==> config.mk <==
export PLATFORM = sky130hd
export DESIGN_NAME = car_id_thresh_ctrl_flat
export DESIGN_NICKNAME = d
export VERILOG_FILES = /design/src/rtl/car_id_thresh_ctrl_if.sv /design/src/rtl/car_id_thresh_ctrl.sv /design/src/flat_wrapper.sv
export SDC_FILE = /design/constraint.sdc
export NUM_CORES = 1
export LEC_CHECK = 0
export CORE_UTILIZATION = 44
export DETAILED_ROUTE_END_ITERATION = 6
export HOLD_SLACK_MARGIN = 0.03
export MAX_ROUTING_LAYER = met4
export PLACE_DENSITY = 0.66
export RECOVER_POWER = 50
export SLEW_MARGIN = 20
export SYNTH_ARGS = -nofsm -noshare
export SYNTH_HDL_FRONTEND = slang
export SYNTH_SLANG_ARGS = --single-unit
==> constraint.sdc <==
create_clock -name pix_clk -period 2.35 [get_ports pix_clk]
set_input_delay 0.705 -clock pix_clk [delete_from_list [all_inputs] [get_ports pix_clk]]
set_output_delay 0.705 -clock pix_clk [all_outputs]
set_load 0.005 [all_outputs]
==> src/rtl/car_id_thresh_ctrl_if.sv <==
// Host configuration port for car_id_thresh_ctrl.
// Carries the shadow-write and commit handshake together with its result pulses.
interface car_id_thresh_ctrl_if;
   logic       cfg_valid;
   logic       cfg_ready;
   logic [1:0] cfg_addr;
   logic [7:0] cfg_data;
   logic       cfg_commit;
   logic       cfg_done;
   logic       cfg_err;

   modport master (
      output cfg_valid, cfg_addr, cfg_data, cfg_commit,
      input  cfg_ready, cfg_done, cfg_err
   );

   modport slave (
      input  cfg_valid, cfg_addr, cfg_data, cfg_commit,
      output cfg_ready, cfg_done, cfg_err
   );
endinterface

==> src/rtl/car_id_thresh_ctrl.sv <==
// Frame-synchronous CbCr threshold controller: shadowed host writes, commit applied
// at the next v_sync rise, and a per-frame matched-pixel counter.
module car_id_thresh_ctrl #(
   parameter logic [7:0] CB_LOW_INIT  = 8'd150,
   parameter logic [7:0] CB_HIGH_INIT = 8'd198,
   parameter logic [7:0] CR_LOW_INIT  = 8'd60,
   parameter logic [7:0] CR_HIGH_INIT = 8'd125,
   parameter int unsigned CNT_W       = 22
) (
   input  logic                 pix_clk,
   input  logic                 reset_n,
   car_id_thresh_ctrl_if.slave  cfg,
   input  logic                 i_v_sync,
   input  logic                 i_de,
   input  logic                 i_match,
   output logic [7:0]           o_cb_low,
   output logic [7:0]           o_cb_high,
   output logic [7:0]           o_cr_low,
   output logic [7:0]           o_cr_high,
   output logic [CNT_W-1:0]     o_match_count,
   output logic                 o_stat_valid
);

   typedef enum logic [1:0] {IDLE, ARMED, APPLY} state_t;

   localparam logic [CNT_W-1:0] CNT_MAX = '1;

   state_t           state_q, state_d;
   logic             vs_q;
   logic             vs_edge;
   logic [7:0]       sh_cb_low_q, sh_cb_high_q, sh_cr_low_q, sh_cr_high_q;
   logic [7:0]       cb_low_q, cb_high_q, cr_low_q, cr_high_q;
   logic             done_q, err_q;
   logic [CNT_W-1:0] cnt_q, count_q;
   logic             stat_valid_q;
   logic             pair_ok;
   logic             wr_en, commit_ok, commit_bad, apply_en;
   logic             hit;

   assign vs_edge = i_v_sync & ~vs_q;
   assign hit     = i_de & i_match;
   assign pair_ok = (sh_cb_low_q < sh_cb_high_q) && (sh_cr_low_q < sh_cr_high_q);

   always_ff @(posedge pix_clk or negedge reset_n) begin
      if (!reset_n) state_q <= IDLE;
      else          state_q <= state_d;
   end

   always_comb begin
      state_d = state_q;
      unique case (state_q)
         IDLE:    if (!cfg.cfg_valid && cfg.cfg_commit && pair_ok) state_d = ARMED;
         ARMED:   if (vs_edge) state_d = APPLY;
         APPLY:   state_d = IDLE;
         default: state_d = IDLE;
      endcase
   end

   always_comb begin
      cfg.cfg_ready = (state_q == IDLE);
      wr_en         = (state_q == IDLE) && cfg.cfg_valid;
      commit_ok     = (state_q == IDLE) && !cfg.cfg_valid && cfg.cfg_commit && pair_ok;
      commit_bad    = (state_q == IDLE) && !cfg.cfg_valid && cfg.cfg_commit && !pair_ok;
      apply_en      = (state_q == APPLY);
   end

   // vs_q resets high so a v_sync already high at reset release is not an edge
   always_ff @(posedge pix_clk or negedge reset_n) begin
      if (!reset_n) vs_q <= 1'b1;
      else          vs_q <= i_v_sync;
   end

   always_ff @(posedge pix_clk or negedge reset_n) begin
      if (!reset_n) begin
         sh_cb_low_q  <= CB_LOW_INIT;
         sh_cb_high_q <= CB_HIGH_INIT;
         sh_cr_low_q  <= CR_LOW_INIT;
         sh_cr_high_q <= CR_HIGH_INIT;
      end else if (wr_en) begin
         unique case (cfg.cfg_addr)
            2'd0: sh_cb_low_q  <= cfg.cfg_data;
            2'd1: sh_cb_high_q <= cfg.cfg_data;
            2'd2: sh_cr_low_q  <= cfg.cfg_data;
            2'd3: sh_cr_high_q <= cfg.cfg_data;
            default: ;
         endcase
      end
   end

   always_ff @(posedge pix_clk or negedge reset_n) begin
      if (!reset_n) begin
         cb_low_q  <= CB_LOW_INIT;
         cb_high_q <= CB_HIGH_INIT;
         cr_low_q  <= CR_LOW_INIT;
         cr_high_q <= CR_HIGH_INIT;
      end else if (apply_en) begin
         cb_low_q  <= sh_cb_low_q;
         cb_high_q <= sh_cb_high_q;
         cr_low_q  <= sh_cr_low_q;
         cr_high_q <= sh_cr_high_q;
      end
   end

   // done is registered on the arming edge so it coincides with the APPLY cycle
   always_ff @(posedge pix_clk or negedge reset_n) begin
      if (!reset_n) begin
         done_q <= 1'b0;
         err_q  <= 1'b0;
      end else begin
         done_q <= (state_q == ARMED) && vs_edge;
         err_q  <= commit_bad;
      end
   end

   // A hit on the edge cycle is the first pixel of the new frame
   always_ff @(posedge pix_clk or negedge reset_n) begin
      if (!reset_n) begin
         cnt_q        <= '0;
         count_q      <= '0;
         stat_valid_q <= 1'b0;
      end else begin
         stat_valid_q <= vs_edge;
         if (vs_edge) begin
            count_q <= cnt_q;
            cnt_q   <= hit ? {{(CNT_W-1){1'b0}}, 1'b1} : '0;
         end else if (hit && (cnt_q != CNT_MAX)) begin
            cnt_q <= cnt_q + 1'b1;
         end
      end
   end

   assign cfg.cfg_done  = done_q;
   assign cfg.cfg_err   = err_q;
   assign o_cb_low      = cb_low_q;
   assign o_cb_high     = cb_high_q;
   assign o_cr_low      = cr_low_q;
   assign o_cr_high     = cr_high_q;
   assign o_match_count = count_q;
   assign o_stat_valid  = stat_valid_q;

endmodule

==> src/flat_wrapper.sv <==
// flat-port wrapper written by rule: the top's interface ports become plain ports
module car_id_thresh_ctrl_flat 
#(
   parameter logic [7:0] CB_LOW_INIT  = 8'd150,
   parameter logic [7:0] CB_HIGH_INIT = 8'd198,
   parameter logic [7:0] CR_LOW_INIT  = 8'd60,
   parameter logic [7:0] CR_HIGH_INIT = 8'd125,
   parameter int unsigned CNT_W       = 22
)
  (pix_clk, reset_n, i_v_sync, i_de, i_match, o_cb_low, o_cb_high, o_cr_low, o_cr_high, o_match_count, o_stat_valid, cfg_cfg_valid, cfg_cfg_addr, cfg_cfg_data, cfg_cfg_commit, cfg_cfg_ready, cfg_cfg_done, cfg_cfg_err);
  car_id_thresh_ctrl_if cfg_i ();
  input  logic pix_clk;
  input  logic reset_n;
  input  logic i_v_sync;
  input  logic i_de;
  input  logic i_match;
  output logic [7:0] o_cb_low;
  output logic [7:0] o_cb_high;
  output logic [7:0] o_cr_low;
  output logic [7:0] o_cr_high;
  output logic [CNT_W-1:0] o_match_count;
  output logic o_stat_valid;
  input wire logic [$bits(cfg_i.cfg_valid)-1:0] cfg_cfg_valid;
  input wire logic [$bits(cfg_i.cfg_addr)-1:0] cfg_cfg_addr;
  input wire logic [$bits(cfg_i.cfg_data)-1:0] cfg_cfg_data;
  input wire logic [$bits(cfg_i.cfg_commit)-1:0] cfg_cfg_commit;
  output wire logic [$bits(cfg_i.cfg_ready)-1:0] cfg_cfg_ready;
  output wire logic [$bits(cfg_i.cfg_done)-1:0] cfg_cfg_done;
  output wire logic [$bits(cfg_i.cfg_err)-1:0] cfg_cfg_err;
  assign cfg_i.cfg_valid = cfg_cfg_valid;
  assign cfg_i.cfg_addr = cfg_cfg_addr;
  assign cfg_i.cfg_data = cfg_cfg_data;
  assign cfg_i.cfg_commit = cfg_cfg_commit;
  assign cfg_cfg_ready = cfg_i.cfg_ready;
  assign cfg_cfg_done = cfg_i.cfg_done;
  assign cfg_cfg_err = cfg_i.cfg_err;
  car_id_thresh_ctrl #(.CB_LOW_INIT(CB_LOW_INIT), .CB_HIGH_INIT(CB_HIGH_INIT), .CR_LOW_INIT(CR_LOW_INIT), .CR_HIGH_INIT(CR_HIGH_INIT), .CNT_W(CNT_W)) u_core (.pix_clk(pix_clk), .reset_n(reset_n), .cfg(cfg_i), .i_v_sync(i_v_sync), .i_de(i_de), .i_match(i_match), .o_cb_low(o_cb_low), .o_cb_high(o_cb_high), .o_cr_low(o_cr_low), .o_cr_high(o_cr_high), .o_match_count(o_match_count), .o_stat_valid(o_stat_valid));
endmodule
-- After elaboration in Yosys (flattened, before gate mapping)
Cells that the tools add are included.
- reductions and logical operators: 19
- muxes and demuxes: 6
- bitwise gates (word level): 3
- add/subtract/negate cells: 1
- equality and inequality tests: 8
- magnitude comparators: 2
- operator list (kind ; count):
    $mux W22 ; 2
    $add A22 B1 Y22 const B ; 1
    $ne A22 B22 Y1 const B ; 1
    $lt A8 B8 Y1 ; 2
    $reduce_and A2 Y1 ; 5
    $logic_and A1 B1 Y1 ; 9
    $eq A2 B2 Y1 const B ; 3
    $eq A2 B1 Y1 const B ; 2
    $logic_not A2 Y1 ; 2
    $mux W2 ; 2
    $ne A2 B1 Y1 const B ; 2
    $pmux W2 S2 ; 1
    $and A1 B1 Y1 ; 2
    $logic_not A1 Y1 ; 2
    $reduce_bool A2 Y1 ; 1
    $mux W1 ; 1
    $not A1 Y1 ; 1
- flip-flop bits (word level): 114
- bits of input ports: 17

-- Depth between registers and ports, before layout
- depth after elaboration: 5
- mapped depth: 7
- mapped depth without buffers: 7

-- Worst setup path before layout
No wires, ideal clock.
- path kind: register -> register
- start: register u_core.cnt_q[12]
- end: register u_core.cnt_q[21]
- buffers on the path: 2
- clock period less this slack: 1827 ps
- setup time: 120 ps
- data required time: 2230 ps
- setup slack: 523 ps
- stages on the path, launching flop included: 7
- data arrival time: 1706 ps
- cells stage by stage: dfrtp_1 -> buf_2 -> nand4_2 -> or4_4 -> buf_6 -> o21a_1 -> a41o_1
- cells in the longest elaborated chain, start to end: 3
- ends and longest elaborated chain (element ; line ; text):
    start, declared ; car_id_thresh_ctrl.sv:34 ; logic [CNT_W-1:0] cnt_q, count_q;
    start signal, assigned ; car_id_thresh_ctrl.sv:125 ; cnt_q <= hit ? {{(CNT_W-1){1'b0}}, 1'b1} : '0;
    start signal, assigned ; car_id_thresh_ctrl.sv:127 ; cnt_q <= cnt_q + 1'b1;
    $add A22 B1 Y22 or $ne A22 B22 Y1 (tied branches) ; car_id_thresh_ctrl.sv:127, car_id_thresh_ctrl.sv:126 ;
    $mux W22 or $logic_and A1 B1 Y1 (tied branches) ; car_id_thresh_ctrl.sv:126 ; end else if (hit && (cnt_q != CNT_MAX)) begin
    $mux W22 or $reduce_bool A2 Y1 (tied branches) ; - ;
Parallel ways exist; a longest one is shown, timed or not. The select of a mux whose other input is x is not followed.
A chain may end at the register's enable or synchronous reset.

-- Final worst setup path
- start: register u_core.state_q[0]
- end: output cfg_cfg_ready
- cells in the longest elaborated chain, start to end: 1
- ends and longest elaborated chain (element ; line ; text):
    start, declared ; car_id_thresh_ctrl.sv:28 ; state_t state_q, state_d;
    start signal, assigned ; car_id_thresh_ctrl.sv:46 ; else state_q <= state_d;
    $logic_not A2 Y1 ; car_id_thresh_ctrl.sv:60 ; cfg.cfg_ready = (state_q == IDLE);
    end, declared ; flat_wrapper.sv:27 ; output wire logic [$bits(cfg_i.cfg_ready)-1:0] cfg_cfg_ready;
No other way between the ends.

==> impl_metrics.env <==
export IMPL_status="complete, no violations"
export IMPL_area_growth_pct=30.7
export IMPL_cap_viol_max_count=0
export IMPL_syn_cell_area_sq_um=5000
export IMPL_rsz0062_at_grt="false"
export IMPL_clk_latency_ns=0.40
export IMPL_worst_slack_ns=0.120
export IMPL_ys_seq_area_share_pct=58.0
export IMPL_path_clk_slew_ns=0.05
export IMPL_hold_ws_ns=0.477
export IMPL_post_route_util_pct=59.7
export IMPL_die_w_um=109
export IMPL_p_total_mw=7.76
export IMPL_grt_max_degree=39
export IMPL_wl_um=10500
export IMPL_io_buffers=74
export IMPL_ir_drop_uv=562
export IMPL_p_per_area_nw_per_um2=1190
export IMPL_synth_area_leaders="dfrtp_1 39%, dfstp_2 19%, mux2_2 11%"
export IMPL_post_synth_top_count_cell="nand2_1"
export IMPL_cp_start_kind="register"
export IMPL_routedWlPerCell_um=15.4
export IMPL_drc_errors=0
export IMPL_antenna_found_initial=0
export IMPL_clock_sinks=114
export IMPL_slew_headroom_pct=25.1
export IMPL_final_instance_count_excl_fill=683
export IMPL_clockBufferDepth=2
export IMPL_yosysWarnings=0
export IMPL_drive_gt1_share_pct=25.0
export IMPL_avgSynthCellArea_sq_um=11.3
export IMPL_cts_tree="built"
export IMPL_cts_repair_timing_setup_buffer_count=0
export IMPL_tightest_slew_ns=1.12
export IMPL_grt_usage_pct=20.5
export IMPL_dieArea_sq_um=11800
export IMPL_cts_buffers=17
export IMPL_core_area_sq_um=10900
export IMPL_cp_top_family="buffers and inverters"
export IMPL_n_fill_cell=921
export IMPL_p_leak_nw=2.90
export IMPL_synth_edf_count=0
export IMPL_via_per_inst=5.20
export IMPL_ant_nets=0
export IMPL_finalClockSkew_ns=0.0114
export IMPL_finalHoldViolCount=0
export IMPL_drv_slew=0
export IMPL_hpwl_um=7370
export IMPL_async_reset_ff_share_pct=100
export IMPL_critPathMaxFanout=7
export IMPL_root_buffer="clkbuf_16"
export IMPL_finalNetCount=562
export IMPL_fin_crit_sh_pct=94.9
export IMPL_pin_count=75
export IMPL_synth_cells=443
export IMPL_critical_path_arrival_ns=1.53
export IMPL_diodes=0
export IMPL_ys_types=47
export IMPL_path_class="register to output pin"
export IMPL_pre_cts_ws_ns=-0.126
export IMPL_initial_core_util_pct=45.7
export IMPL_min_period_ns=2.23
export IMPL_grt_pass1_wl_um=17800
export IMPL_synth_main_ff_cell="dfrtp_1"
export IMPL_rows=38
export IMPL_yosysTopAreaCell="dfrtp_1"
export IMPL_crit_slowest_cell="clkdlybuf4s50_1"
export IMPL_first_global_vias=3715
export IMPL_endpoint_kind="output pin"
export IMPL_drt_first_pass_iters=4
export IMPL_grt_ovfl_total=0
export IMPL_setup_viol=0
export IMPL_gp_congestion=0.883
export IMPL_hold_path_class="register to register"
export IMPL_die_height_um=109
export IMPL_synth_top_area_share_pct=38.6
export IMPL_drt_iter0_drc=109
export IMPL_slowest_delay_ns=0.51
export IMPL_synth_nets=475
export IMPL_required_ns=1.64
export IMPL_placed_cells_incl_taps=651
export IMPL_worstPathCellList="nor2_4, clkdlybuf4s50_1"
export IMPL_num_vias=3550
export IMPL_synth_common_cells="92 x nand2_1, 77 x dfrtp_1, 50 x mux2_2"
export IMPL_clock_fmax_mhz=448
export IMPL_path_buf_inv=1
export IMPL_htreeDepth=4
export IMPL_ys_ff_latch=114
## state kept, by name, summed over array words and instances (netlist names)
signal                cells
u_core.sh_cr_high_q       8
u_core.o_cb_high          8
u_core.o_cr_high          8
u_core.cfg.cfg_done       1
u_core.sh_cb_high_q       8
u_core.vs_q               1
u_core.sh_cr_low_q        8
u_core.state_q            2
u_core.o_match_count     22
u_core.o_stat_valid       1
u_core.cnt_q             22
u_core.sh_cb_low_q        8
u_core.cfg.cfg_err        1
u_core.o_cr_low           8
u_core.o_cb_low           8
## cells in the final DEF (no fill, tap or decap), drive strengths merged, types with 7 or more instances in the layout
master | Yosys | layout
dfrtp | 77 | 77
ha | 15 | 15
nor3 | 7 | 7
mux2 | 50 | 50
dfstp | 37 | 37
xnor2 | 7 | 7
clkbuf | 15 | 25
nor2 | 27 | 27
clkinv | 0 | 7
xor2 | 8 | 8
nand4 | 13 | 13
o21ai | 19 | 19
clkdlybuf4s50 | 0 | 71
nand3 | 10 | 10
inv | 16 | 16
nand2 | 92 | 92
## worst min-delay path, cell delays in order, from the launching register on
cell and delay (ns):
dfrtp_1 0.34, nand2_1 0.04, o21ai_0 0.06
## layer usage
layer	share of wire, %	vias up	track usage, %
met1	43	1738	24.3
met4	1.3	0	6.95
met5	0	-	-
li1	-	1711	-
met2	52	86	33.6
met3	4.0	15	5.55
## where the power goes
group / leakage [nW] / internal, mW / total [mW] / switching (mW)
clock network: 0.296 / 1.77 / 2.66 / 0.888
logic: 1.20 / 1.18 / 1.97 / 0.796
registers: 1.40 / 2.77 / 3.13 / 0.356
## per-stage QoR
stage,TNS [ns],cell area [sq um]
6_report,0,6530
3_3_place_gp,-0.0965,5970
2_1_floorplan,0,5000
5_1_grt,0,6530
3_5_place_dp,-0.358,5970
4_1_cts,0,6590
## logic make-up (layout without fill, tap and decap cells)
logic type	Yosys count	in the layout	synth area share, %
compound gates	43	43	5.51
xor+xnor	15	15	2.63
fa+ha+maj	15	15	3.76
buf+inv	33	133	2.65
flops	114	114	58.0
mux	51	51	11.5
simple gates	172	172	16.0
## area by class of cell
cell class              count  area (sq um)  share of cell area (%)
clock buffers              18           429                    6.57
clock inverters            14           189                    2.89
inverters                  16          60.1                   0.920
multi-input cells         296          1980                    30.3
flip-flops and latches    114          2900                    44.4
well taps                 140           175                    2.68
repair buffers             85           801                    12.3
## worst paths after layout
check                                                      endpoint  slack, ns  cells past startpoint                                from
worst max-delay path                                  cfg_cfg_ready       0.12                      2       u_core.state_q[0]$_DFFE_PN0P_
worst min-delay path                u_core.o_cb_high[3]$_DFFE_PN0N_       0.48                      2     u_core.o_cb_high[3]$_DFFE_PN0N_
worst max register to register        u_core.state_q[0]$_DFFE_PN0P_       0.18                      7  u_core.sh_cb_high_q[2]$_DFFE_PN1P_
worst min register to register      u_core.o_cb_high[3]$_DFFE_PN0N_       0.48                      2     u_core.o_cb_high[3]$_DFFE_PN0N_
max in group asynchronous       u_core.o_match_count[5]$_DFFE_PN0P_       0.39                      2                             reset_n
min in group asynchronous           u_core.o_cb_high[4]$_DFFE_PN0N_       0.50                      1                             reset_n
## timing repair
action                     in CTS  in global routing
gates resized for setup         1                  2
setup endpoints to repair       1                  2
hold buffers                    0                  0
hold endpoints to repair        0                  0
Power figures use the tool's default switching activity.
